$ cat src/rtl/ltl_report_collector.sv
// ---------------------------------------------------------------------------
// ltl_report_collector
//
// Collects report pulses from one LTL monitor automaton cluster. Reports are
// valid only in the cycle after a symbol was consumed. Each report becomes an
// event tagged with the index of the symbol that caused it. Events are queued
// in a small first-word-fall-through FIFO and handed to the trace/interrupt
// unit over a valid/ready interface. Events that arrive while the FIFO is full
// are dropped and counted.
//
// Ports
//   clk            clock
//   reset          synchronous, active-high reset
//   run            symbol-consume strobe, the same one the automaton sees
//   reports        automaton report lines (registered inside the automaton)
//   out_valid      head entry available
//   out_ready      consumer accepts the head entry when out_valid=1
//   out_reports    report vector of the head entry (0 when empty)
//   out_index      symbol index of the head entry (0 when empty)
//   out_count      current FIFO occupancy
//   overflow       sticky flag: at least one event was dropped
//   dropped_count  number of dropped events, saturating at 255
//   clear_overflow clears overflow and dropped_count
// ---------------------------------------------------------------------------
module ltl_report_collector #(
    parameter int NUM_REPORTS = 4,
    parameter int IDX_W       = 16,
    parameter int DEPTH       = 8
) (
    input  logic                     clk,
    input  logic                     reset,
    input  logic                     run,
    input  logic [NUM_REPORTS-1:0]   reports,
    output logic                     out_valid,
    input  logic                     out_ready,
    output logic [NUM_REPORTS-1:0]   out_reports,
    output logic [IDX_W-1:0]         out_index,
    output logic [$clog2(DEPTH):0]   out_count,
    output logic                     overflow,
    output logic [7:0]               dropped_count,
    input  logic                     clear_overflow
);

    localparam int AW = $clog2(DEPTH);
    localparam int CW = AW + 1;
    localparam logic [CW-1:0] FULL_CNT = CW'(DEPTH);

    // symbol tracking
    logic [IDX_W-1:0]       r_idx_cnt;
    logic [IDX_W-1:0]       r_sym_idx_q;
    logic                   r_run_q;

    // FIFO storage and pointers
    logic [NUM_REPORTS-1:0] r_mem_rep [DEPTH];
    logic [IDX_W-1:0]       r_mem_idx [DEPTH];
    logic [AW-1:0]          r_wr_ptr;
    logic [AW-1:0]          r_rd_ptr;
    logic [CW-1:0]          r_count;

    // drop accounting
    logic                   r_overflow;
    logic [7:0]             r_dropped;

    logic                   w_event;
    logic                   w_empty;
    logic                   w_full;
    logic                   w_pop;
    logic                   w_push;
    logic                   w_drop;

    // ------------------------------------------------------------------
    // Symbol counter. sym_idx_q holds the index of the symbol consumed on
    // the previous edge, which is the symbol the current reports refer to.
    // ------------------------------------------------------------------
    always_ff @(posedge clk) begin
        if (reset) begin
            r_idx_cnt   <= '0;
            r_sym_idx_q <= '0;
            r_run_q     <= 1'b0;
        end else begin
            r_run_q <= run;
            if (run) begin
                r_idx_cnt   <= r_idx_cnt + IDX_W'(1);
                r_sym_idx_q <= r_idx_cnt;
            end
        end
    end

    // ------------------------------------------------------------------
    // Event qualification and FIFO handshake
    // ------------------------------------------------------------------
    assign w_event = r_run_q && (|reports);
    assign w_empty = (r_count == '0);
    assign w_full  = (r_count == FULL_CNT);
    assign w_pop   = !w_empty && out_ready;
    // A full FIFO still accepts a push when the head leaves in the same cycle.
    assign w_push  = w_event && (!w_full || w_pop);
    assign w_drop  = w_event && w_full && !w_pop;

    // Storage is not reset; out_* are masked while empty instead.
    always_ff @(posedge clk) begin
        if (w_push) begin
            r_mem_rep[r_wr_ptr] <= reports;
            r_mem_idx[r_wr_ptr] <= r_sym_idx_q;
        end
    end

    always_ff @(posedge clk) begin
        if (reset) begin
            r_wr_ptr <= '0;
            r_rd_ptr <= '0;
            r_count  <= '0;
        end else begin
            if (w_push) begin
                r_wr_ptr <= r_wr_ptr + AW'(1);
            end
            if (w_pop) begin
                r_rd_ptr <= r_rd_ptr + AW'(1);
            end
            if (w_push && !w_pop) begin
                r_count <= r_count + CW'(1);
            end else if (w_pop && !w_push) begin
                r_count <= r_count - CW'(1);
            end
        end
    end

    // ------------------------------------------------------------------
    // Overflow tracking. A drop in the same cycle as a clear wins, so the
    // dropped event is never lost from the count.
    // ------------------------------------------------------------------
    always_ff @(posedge clk) begin
        if (reset) begin
            r_overflow <= 1'b0;
            r_dropped  <= '0;
        end else if (w_drop) begin
            r_overflow <= 1'b1;
            if (clear_overflow) begin
                r_dropped <= 8'd1;
            end else if (r_dropped != 8'hFF) begin
                r_dropped <= r_dropped + 8'd1;
            end
        end else if (clear_overflow) begin
            r_overflow <= 1'b0;
            r_dropped  <= '0;
        end
    end

    // ------------------------------------------------------------------
    // Outputs
    // ------------------------------------------------------------------
    assign out_valid     = !w_empty;
    assign out_reports   = w_empty ? '0 : r_mem_rep[r_rd_ptr];
    assign out_index     = w_empty ? '0 : r_mem_idx[r_rd_ptr];
    assign out_count     = r_count;
    assign overflow      = r_overflow;
    assign dropped_count = r_dropped;

endmodule

$ cat config.mk
export PLATFORM = sky130hd
export DESIGN_NAME = ltl_report_collector
export DESIGN_NICKNAME = d
export VERILOG_FILES = /design/src/rtl/ltl_report_collector.sv
export SDC_FILE = /design/constraint.sdc
export NUM_CORES = 1
export LEC_CHECK = 0
export ABC_AREA = 0
export BUFFER_PORTS_ARGS = -buffer_cell sky130_fd_sc_hd__buf_2
export CAP_MARGIN = 40
export CORE_AREA = 5 5 130 132
export CTS_BUF_LIST = sky130_fd_sc_hd__clkbuf_8
export DETAILED_ROUTE_END_ITERATION = 6
export DIE_AREA = 0 0 135 137
export PLACE_DENSITY_LB_ADDON = 0.25
export SYNTH_ARGS = -nofsm -noshare
export SYNTH_HDL_FRONTEND = slang
export SYNTH_SLANG_ARGS = --single-unit
$ cat constraint.sdc
create_clock -name clk -period 3.4 [get_ports clk]
set_clock_uncertainty 0.2 [all_clocks]
set_input_delay 0.68 -clock clk [delete_from_list [all_inputs] [get_ports clk]]
set_output_delay 0.68 -clock clk [all_outputs]
set_load 0.05 [all_outputs]
* Word-level counts from Yosys, hierarchy flattened
Memory sizes are Yosys's and may differ from the RTL's. A register that Yosys moved wholly into a read port is not among the register bits. Cells that the tools add are included.
Storage, ports and cells: bits in registers 52, RAM bits 160, input bits 9, output and inout bits 34, logic and storage cells 52, memories 2
Memories:
- r_mem_idx | words 8, bits a word 16, rd ports 1, clocked after memory_dff 1, wr ports 1, RTL line 55 | logic [IDX_W-1:0] r_mem_idx [DEPTH];
- r_mem_rep | words 8, bits a word 4, rd ports 1, clocked after memory_dff 1, wr ports 1, RTL line 54 | logic [NUM_REPORTS-1:0] r_mem_rep [DEPTH];
Cells by class: add/subtract/negate cells 6, equality and inequality tests 2, mux-type cells 16, reduce and logical (&&, ||, !) cells 18
Operator list (number):
- 8-bit two-way mux | 4
- 16-bit by 1-bit adder with 16-bit output, second input constant | 1
- 16-bit two-way mux | 1
- 3-bit two-way mux | 4
- 4-bit two-way mux | 3
- 8-bit by 1-bit adder with 8-bit output, second input constant | 1
- 8-bit != test, second input constant | 1
- 1-bit logical AND | 7
- 3-bit by 1-bit adder with 3-bit output, second input constant | 2
- 2-bit nonzero test | 3
- 4-bit by 1-bit adder with 4-bit output, second input constant | 1
- 4-bit equality test, second input constant | 1
- 1-bit zero test | 4
- 4-bit zero test | 1
- 1-bit two-way mux | 4
- 4-bit OR reduction | 1
- 4-bit by 1-bit subtractor with 4-bit output, second input constant | 1
- 2-bit AND reduction | 1
- 1-bit logical OR | 1

* Depth between registers and ports, before layout
depth in word-level cells 9, depth in mapped cells 11, depth with buffers taken out 11

* Worst setup path after synthesis
OpenSTA, ideal clock, no wires.
kind reg2reg, start register r_count[0], in the netlist out_count[0], end memory r_mem_idx[2][0], enable pin, library setup time 0.427 ns, arrival time 3.033 ns, data required time 2.773 ns, slack -0.259 ns, stages on the path, launching flop included 6, path buffers 1, period minus slack after synthesis 3.659 ns, cell sequence dfxtp_1 -> or3_4 -> o21ba_2 -> clkbuf_1 -> nand2b_1 -> nor3b_1
Between the ends: cells in the longest elaborated chain, start to end 7, elaborated cells on any way between the ends 9, classes of those cells 1 x eq/ne; 2 x mux; 6 x reduce/logical
RTL lines:
- start: declaration | RTL line 58 | logic [CW-1:0] r_count;
- start signal: assignment | RTL line 121 | r_count <= r_count + CW'(1);
- start signal: assignment | RTL line 123 | r_count <= r_count - CW'(1);
- 4-bit zero test | RTL line 93 | assign w_empty = (r_count == '0);
- 1-bit zero test | RTL line 95 | assign w_pop = !w_empty && out_ready;
- 1-bit logical AND | RTL line 95
- 1-bit logical OR (*) | RTL line 97 | assign w_push = w_event && (!w_full || w_pop);
- 1-bit logical AND (*) | RTL line 97
- net w_push | RTL line 68 | logic w_push;
- 1-bit two-way mux (*) | RTL line 102 | if (w_push) begin
- 1-bit two-way mux (not written as such) (*) | RTL line 104 | r_mem_idx[r_wr_ptr] <= r_sym_idx_q;
- end: declaration | RTL line 55
Mark *: on every way through the listed nets, which the timed path passes. The rest lies on a longest branch.

==> results.yml <==
status:
  status: "completed"
finish:
  syn_to_final_growth_pct: 14.90
  layout_common_cells: "edfxtp_1 (160), nor2_1 (63), dfxtp_1 (53), buf_2 (42), mux4_2 (40)"
  final_area_sq_um: 9708
  nets: 610
  fin_util_pct: 62.24
  n_fill_cell: 1125
  final_common_cell: "edfxtp_1"
  antenna_cells: 0
  drive_gt1_share_pct: 26.70
  finalNonFillerCells: 834
timing:
  fmax_mhz: 325.8
  tns_ns: 0
  maxSlewHeadroom_pct: 50.66
  worst_hold_slack_ns: 0.2325
  min_period_ns: 3.070
  drv_slew: 0
  hold_viol: 0
  setup_viol: 0
  rsz0062_at_grt: "false"
  fin_crit_sh_pct: 90.28
  worst_pin_slew_ns: 0.7305
  worst_slack_ns: 0.3304
synth:
  synthMuxAreaShare_pct: 15.42
  syn_inst: 518
  syn_nets: 535
  syn_area_sq_um: 8449
  synth_top_family_by_area: "multiplexers"
  synth-simple-area-share_pct: 7.804
  synthDistinctLibCells: 40
  synth_edf_count: 160
  synthAdderAreaFrac_pct: 1.274
  synth_compound_area_share_pct: 2.384
  synth_top_area_share_pct: 56.86
  synth_largest_area_cell: "edfxtp_1"
  synthTopCellsByArea: "edfxtp_1 (57%), dfxtp_1 (13%), mux4_2 (11%)"
  synthArstFlopShare_pct: 0
  syn_area_per_cell_sq_um: 16.31
  seq_area_frac_synth_pct: 69.89
  synth_ff_type: "edfxtp_1"
  synth_xor_area_share_pct: 1.659
  yosys_warnings: 0
  synth-seq-cells: 215
worst_setup_path:
  crit_required_ns: 2.52
  path_delay_family: "multiplexers"
  path_cells: "buf_12, mux4_2, mux2i_1, nor2_1, buf_2"
  start_kind: "flop"
  r2r_cells: 11
  worst_ep_arrival_time_ns: 2.19
  crit_slowest_cell: "mux4_2"
  path_buf_inv: 2
  reg2reg_from: "out_count[0]"
  crit_type: "flop to output pin"
  cp.depth: 5
  cpPeakStageDelay_ns: 0.54
  critPathCaptureType: "output pin"
  ff2ff_setup_slack_ns: 0.59
  cp_max_fo: 40
clock_tree:
  clkSinkCount: 215
  clock_latency_ns: 0.48
  cts_tree: "built"
  clk_path_buf_depth: 3
  ctsHoldBuffers: 0
  postCtsSetupRepairBufs: 0
  htreeDepth: 2
  clock_tree.root_cell: "clkbuf_8"
  clk_pin_slew_ns: 0.06
  cts_buffers: 34
  cts.repair.resized: 0
placement:
  post-place-ws_ns: 0.005826
  hpwl_mm: 9.451
  placed_area_sq_um: 9104
  port_buffers: 42
  gp_congestion: 0.8363
  place_inst: 773
power_and_ir_drop:
  power_frac_comb_pct: 23.6
  vdd_drop_max_mv: 0.5209
  p_int_mw: 4.398
  p_per_area_nw_per_um2: 652.6
  power_leakage_nw: 3.393
  power.switching_mw: 1.937
  p_clk_share_pct: 30.2
  seqPwrFrac_pct: 46.3
  finalPower_mw: 6.336
  netSwitchingFraction_pct: 30.58
routing:
  via_count: 4628
  wl_per_cell_microns: 18.58
  drt_wl_total_mm: 15.49
  drt-vias-per-instance: 5.549
  drc: 0
  first_iter_violations: 182
  first_pass_iters: 4
  ant_nets: 0
grt:
  grt_antenna_before_repair: 0
  grt_use_total_pct: 17.32
  grt_pass1_wl_mm: 24.92
  gr-total-overflow: 0
  grt_max_degree: 41
  grt_pass1_vias: 4704
hold_path:
  worstHoldStart: "reports[3]"
  hp-class: "primary input to flop"
  holdPathStages: 1
floorplanning:
  die_area_sq_um: 18500
  start_util_pct: 54.17
  core_area_sq_um: 15600
  ios: 43
  die_h_microns: 137
  die_w_microns: 135
  rows: 46
run:
  drv_cap: 0
registers in the layout (all words and copies together) (netlist names), named ones only:
name	cells
dropped_count	8
out_count	4
overflow	1
r_idx_cnt	16
r_mem_idx	128
r_mem_rep	32
r_rd_ptr	3
r_run_q	1
r_sym_idx_q	16
r_wr_ptr	3
cells in the mapped netlist (all sizes together) (2+ instances only):
cell type / n
o31ai: 4
o21ai: 5
mux4: 40
xor2: 8
ha: 7
edfxtp: 160
nand2b: 5
or2: 2
buf: 10
inv: 6
nand2: 11
nor3: 3
nor4: 4
and3: 3
or3: 7
nor3b: 4
nor2b: 2
xnor2: 8
nand3: 13
clkbuf: 16
or4: 3
a21oi: 15
nor2: 66
dfxtp: 55
a31o: 2
mux2i: 39
nand4: 9
and4: 2
layout make-up:
cell class	count	area, sq um	area share (%)
Sequential cell	215	5908	60.86
Multi-Input combinational cell	271	2480	25.54
Clock buffer	37	509.2	5.246
Timing Repair Buffer	65	422.9	4.356
Tap cell	216	270.3	2.784
Clock inverter	24	95.09	0.9795
Inverter	6	22.52	0.2320
cells by family (layout without fill, tap and decap cells):
kind of cell,after synthesis,count (layout)
compound gates,32,32
xor+xnor,16,16
fa+ha+maj,8,8
buf+inv,32,132
flops,215,215
mux,80,80
simple gates,135,135
power groups by stage:
stage | Sequential [mW] | Combinational, mW | Clock, mW
4_1_cts | 2.93 | 1.52 | 1.97
5_1_grt | 2.94 | 1.60 | 2.09
3_5_place_dp | 2.99 | 1.52 | 0
6_report | 2.93 | 1.49 | 1.91
2_1_floorplan | 3.00 | 1.13 | 0
3_3_place_gp | 2.98 | 1.49 | 0
worst paths after layout:
kind | to
setup / recovery | out_index[15]
hold / removal | r_mem_rep[3][3]
setup reg to reg | out_count[3]
hold reg to reg | overflow
per-layer routing:
layer / vias up / share of wire, % / track usage, %
met3: 18 / 4.6 / 3.566
met2: 118 / 51 / 29.52
li1: 2156 / - / -
met4: 0 / 1.3 / 5.151
met5: - / 0 / 0
met1: 2336 / 43 / 22.73
worst reg2reg max path: cells and delay by family, from the launching register on:
family                   cells  cell delay (ns)
adder cells (fa/ha/maj)      2             0.50
AND/OR/NAND/NOR              3             0.66
AO/OA/AOI/OAI                3             0.47
buffers and inverters        2             0.15
multiplexers                 1             0.34
flip-flops                   1             0.37
No activity file was read; power rests on OpenSTA's default activity.
